## src/rtl/request_decoder_pkg.sv

```systemverilog
// request_decoder_pkg: shared state encoding, default lengths, counter width and decode table
package request_decoder_pkg;
  localparam int CNT_W = 8;
  localparam int DEF_PULSE_LEN = 4;
  localparam int DEF_GAP_LEN = 1;
  typedef enum logic [1:0] {IDLE = 2'd0, DRIVE = 2'd1, GAP = 2'd2} state_t;
  function automatic logic [3:0] decode(input logic [1:0] c);
    return 4'b0001 << c;
  endfunction
endpackage

```

## src/rtl/request_decoder_pulse_timer.sv

```systemverilog
// pulse_timer: 8-bit loadable down-counter with zero flag, shared by DRIVE and GAP
//   clk, rst (async high) | i_load, i_value: load length-1 | i_dec: count down | o_zero: count is 0
module pulse_timer
  import request_decoder_pkg::*;
(
  input  logic             clk,
  input  logic             rst,
  input  logic             i_load,
  input  logic [CNT_W-1:0] i_value,
  input  logic             i_dec,
  output logic             o_zero
);
  logic [CNT_W-1:0] r_count;
  assign o_zero = r_count == '0;
  always_ff @(posedge clk or posedge rst)
    if (rst) r_count <= '0;
    else if (i_load) r_count <= i_value;
    else if (i_dec && !o_zero) r_count <= r_count - CNT_W'(1);
endmodule

```

## src/rtl/request_decoder.sv

```systemverilog
// request_decoder: accepts a 2-bit code and holds its one-hot decode for PULSE_LEN cycles, then idles GAP_LEN cycles
//   clk, rst (async high) | code, valid: request in | ready: IDLE | busy: !ready
//   d: registered one-hot | drop: request refused last cycle | accept_cnt: wrapping transfer count
module request_decoder
  import request_decoder_pkg::*;
#(
  parameter int PULSE_LEN = DEF_PULSE_LEN,
  parameter int GAP_LEN   = DEF_GAP_LEN
) (
  input  logic             clk,
  input  logic             rst,
  input  logic [1:0]       code,
  input  logic             valid,
  output logic             ready,
  output logic [3:0]       d,
  output logic             busy,
  output logic             drop,
  output logic [CNT_W-1:0] accept_cnt
);
  state_t           r_state, w_state_n;
  logic [1:0]       r_code, w_code_n;
  logic [3:0]       r_d;
  logic             r_drop;
  logic [CNT_W-1:0] r_cnt, w_load_val;
  logic             w_xfer, w_zero, w_load, w_dec, w_end_drive;
  assign ready      = r_state == IDLE;
  assign busy       = !ready;
  assign d          = r_d;
  assign drop       = r_drop;
  assign accept_cnt = r_cnt;
  assign w_xfer     = valid && ready;
  assign w_code_n   = w_xfer ? code : r_code;
  pulse_timer u_timer (
    .clk     (clk),
    .rst     (rst),
    .i_load  (w_load),
    .i_value (w_load_val),
    .i_dec   (w_dec),
    .o_zero  (w_zero)
  );
  // The timer sits at 0 in IDLE, so DRIVE with GAP_LEN=0 returns straight to IDLE without a reload.
  always_comb begin
    w_state_n   = IDLE;
    w_end_drive = r_state == DRIVE && w_zero;
    w_load      = w_xfer || (w_end_drive && GAP_LEN != 0);
    w_load_val  = w_xfer ? CNT_W'(PULSE_LEN - 1) : CNT_W'(GAP_LEN - 1);
    w_dec       = !w_zero && !ready;
    w_state_n   = w_xfer ? DRIVE :
                  w_end_drive ? (GAP_LEN == 0 ? IDLE : GAP) :
                  (r_state == DRIVE || (r_state == GAP && !w_zero)) ? r_state : IDLE;
  end
  always_ff @(posedge clk or posedge rst)
    if (rst) begin
      r_state <= IDLE;
      r_code  <= '0;
      r_d     <= '0;
      r_drop  <= 1'b0;
      r_cnt   <= '0;
    end else begin
      r_state <= w_state_n;
      r_code  <= w_code_n;
      r_d     <= w_state_n == DRIVE ? decode(w_code_n) : 4'b0000;
      r_drop  <= valid && !ready;
      r_cnt   <= r_cnt + CNT_W'(w_xfer);
    end
endmodule

```

## config.mk

```make
export PLATFORM = sky130hd
export DESIGN_NAME = request_decoder
export DESIGN_NICKNAME = d
export VERILOG_FILES = /design/src/rtl/request_decoder_pkg.sv /design/src/rtl/request_decoder_pulse_timer.sv /design/src/rtl/request_decoder.sv
export SDC_FILE = /design/constraint.sdc
export NUM_CORES = 1
export LEC_CHECK = 0
export BUFFER_PORTS_ARGS = -buffer_cell sky130_fd_sc_hd__buf_2
export CORE_MARGIN = 2
export CORE_UTILIZATION = 35
export CTS_CLUSTER_DIAMETER = 40
export DETAILED_ROUTE_END_ITERATION = 7
export SLEW_MARGIN = 20
export SYNTH_ARGS = -nofsm -noshare
export SYNTH_HDL_FRONTEND = slang
export SYNTH_SLANG_ARGS = --single-unit
```

## constraint.sdc

```tcl
create_clock -name clk -period 2.85 [get_ports clk]
set_input_delay 0.4275 -clock clk [delete_from_list [all_inputs] [get_ports clk]]
set_output_delay 0.4275 -clock clk [all_outputs]
set_load 0.05 [all_outputs]
```

==> impl_metrics.csv <==
group,metric,value,unit
logic_synthesis,synth-edff-count,0,
logic_synthesis,yosysWarnings,0,
routing,wl_met2,1020,um
timing,tns,0,ps
floorplan,die_area,0.00390,mm^2
layout,area_growth,15.6,%
logic_synthesis,synth.most_common_cell,"dfrtp_1",
clock_network,cts_resized,0,
worst_setup_path,cp.arrival,2470,ps
clock_network,clk_pin_slew,130,ps
layout,multi_input_area,548,um^2
power,cellPowerDensity,1090,mW/mm^2
floorplan,fp-row-count,21,
timing,fin_worst_skew,5.01,ps
placed_design,dp_cells,177,
floorplan,die_width,62.5,um
placed_design,port_buffers,19,
worst_hold_path,hp-class,"in2async",
clock_network,cts_setup_buffers,0,
logic_synthesis,synth_nets,120,
clock_network,cts-buffers-inserted,3,
logic_synthesis,ys_seq_area_share,52.3,%
worst_setup_path,crit_path_start_kind,"flip-flop",
global_route,antenna_found_initial,0,
logic_synthesis,synthTopCellsByCount,"dfrtp_1, nand2_1, nor2_1, xnor2_1, nand3_1",
routing,firstDrtPassIters,4,
layout,fin_util,41.8,%
layout,design_area,0.00138,mm^2
logic_synthesis,synth_cell_types,30,
worst_setup_path,end_kind,"flip-flop",
routing,vias_per_cell,4.82,
timing,slew_headroom,37.7,%
floorplan,die-height,62.5,um
timing,tightest_slew,933,ps
worst_setup_path,path_class,"reg2reg",
power,peakVddDrop,0.000482,V
logic_synthesis,synthCells,111,
clock_network,cts_sinks,25,
worst_setup_path,cp_data_required_time,3070,ps
worst_setup_path,ff2ff_path_depth,8,
routing,wl_met1,1070,um
global_route,gr-usage-all-layers,12.5,%
outcome,status,"finished clean",
placed_design,globalplace.congestion,0.779,
routing,ant_nets,0,
routing,wl_per_cell,12.2,um
logic_synthesis,synth_top_area_share,52.3,%
timing,hold_violations,0,
clock_network,cts_max_level,1,
timing,max_freq,444,MHz
timing,layout_worst_path_cycle_share,78.9,%
timing,min_period,2250,ps
worst_setup_path,crit_chain,"nor2_1 > nand2_2 > inv_1 > ha_1 > and3_1 > nand3_1 > or2_2 > xnor2_1",
logic_synthesis,synth.area.top_cells,"dfrtp_1, xnor2_1, ha_1",
logic_synthesis,ys_seq_elements,25,
layout,nets,145,
worst_setup_path,max_stage_delay,480,ps
placed_design,post_dp_cell_area,0.00136,mm^2
placed_design,place_hpwl,1650,um
worst_setup_path,cp_slowest_cell,"dfrtp_1",
floorplan,core_area,0.00331,mm^2
global_route,grt_max_degree,26,
timing,setup_viol,0,
routing,finalWirelength,2210,um
floorplan,pin_count,20,
clock_network,clk_latency,320,ps
logic_synthesis,ys_async_sr_fraction,100,%
global_route,grt_pass1_wl,3960,um
floorplan,initial_core_util,36.1,%
clock_network,clockRootBuffer,"clkbuf_4",
global_route,grt_pass1_vias,852,
timing,rsz0062_at_grt,"false",
layout,drive_above_1_share,25.2,%
timing,drv_slew,0,
logic_synthesis,yosys.area.top_type,"dfrtp_1",
global_route,grt_overflow_total,0,
routing,dr.max_layer_used,"met4",
clock_network,cts_tree,"built",
layout,stdcell_count,181,
worst_setup_path,critPathMaxFanout,9,
clock_network,clockBufferDepth,2,
layout,num_antenna_cells,0,
layout,register_area,626,um^2
routing,wl_met3,90,um
routing,vias,872,
clock_network,cts_hold_buf,0,
logic_synthesis,netlist_area,0.00120,mm^2
routing,drtIter0Drc,34,
logic_synthesis,avgSynthCellArea,10.8,um^2
layout,final.fill_count,339,
routing,route.detailed.drc,0,
job,cap_violations,0,
power,power.leakage,0.667,nW
logic_synthesis,synth_ff_type,"dfrtp_1",
per-stage QoR:
stage | hold slack (ps) | total power (W) | worst slack, ps
floorplan | 455 | 0.00119 | 146
global placement | 462 | 0.00136 | 761
detailed placement | 461 | 0.00137 | 625
CTS | 342 | 0.00153 | 599
global route | 367 | 0.00163 | 388
finish | 293 | 0.00151 | 600
kinds of logic after synthesis:
| kind of cell | Yosys count | share of synthesized area, % |
|---|---|---|
| AO/OA/AOI/OAI | 16 | 8.26 |
| flip-flops | 25 | 52.3 |
| adder cells (fa/ha/maj) | 4 | 4.18 |
| XOR/XNOR | 11 | 8.06 |
| buffers and inverters | 6 | 1.88 |
| AND/OR/NAND/NOR | 49 | 25.3 |
layer usage:
layer / global-route usage (%) / vias to the layer above
li1: - / 429
met1: 17.6 / 420
met2: 19.1 / 21
met3: 3.42 / 2
met4: 3.33 / 0
met5: 0 / -
sequential cells by signal, summed over array words and instances (netlist names):
| register | cells |
|---|---|
| r_state | 2 |
| d | 4 |
| drop | 1 |
| accept_cnt | 8 |
| u_timer.r_count | 8 |
| r_code | 2 |
where the power goes:
group / internal, W / switching, W / total, W / leakage, nW
Combinational: 0.000261 / 0.000485 / 0.000745 / 0.333
Clock: 0.0000547 / 0.000103 / 0.000158 / 0.0150
Sequential: 0.000478 / 0.000129 / 0.000607 / 0.319
Total: 0.000794 / 0.000717 / 0.00151 / 0.667
placed cells by master, fill, tap and decap left out:
master	count
and3_1	2
or2_2	3
dfrtp_1	25
clkbuf_4	3
nand2_2	1
o211ai_1	2
buf_2	19
nor2_1	9
or4_4	1
a21o_1	1
ha_1	4
nor3b_2	1
a21oi_1	7
buf_4	1
clkbuf_1	1
or3_1	2
nand2_1	9
nand3b_1	4
xor2_1	2
nor4_4	1
nand2b_1	2
nor4b_4	1
nor2_2	1
o21bai_1	1
and2_1	1
nand3_1	8
o21ai_0	2
nor3b_1	1
a211oi_1	2
or3_2	1
inv_1	6
xnor2_1	9
nor4_1	1
a21oi_2	1
area by class of cell:
cell class / instances / share of cell area, %
Timing Repair Buffer: 20 / 7.42
Inverter: 6 / 1.63
Tap cell: 46 / 4.16
Multi-Input combinational cell: 80 / 39.6
Sequential cell: 25 / 45.2
Clock buffer: 4 / 1.90
worst max-delay path, delay by kind of cell (launching register included):
family	cells	cell delay, ps
DFF	1	480
and+or+nand+nor	5	1120
xor gates and xnor gates	1	120
buffers and inverters	1	200
adders and majority gates	1	220
worst paths after layout:
kind	start	endpoint	slack, ps
hold / removal	rst	u_timer.r_count[3]$_DFFE_PP0P_	290
setup reg to reg	r_state[1]$_DFF_PP0_	accept_cnt[7]$_DFF_PP0_	600
hold reg to reg	accept_cnt[7]$_DFF_PP0_	accept_cnt[7]$_DFF_PP0_	470
setup / recovery	r_state[1]$_DFF_PP0_	accept_cnt[7]$_DFF_PP0_	600
max in group asynchronous	rst	r_code[0]$_DFF_PP0_	1990
min in group clk	code[1]	r_code[1]$_DFF_PP0_	370
No activity file was read; power rests on OpenSTA's default activity.
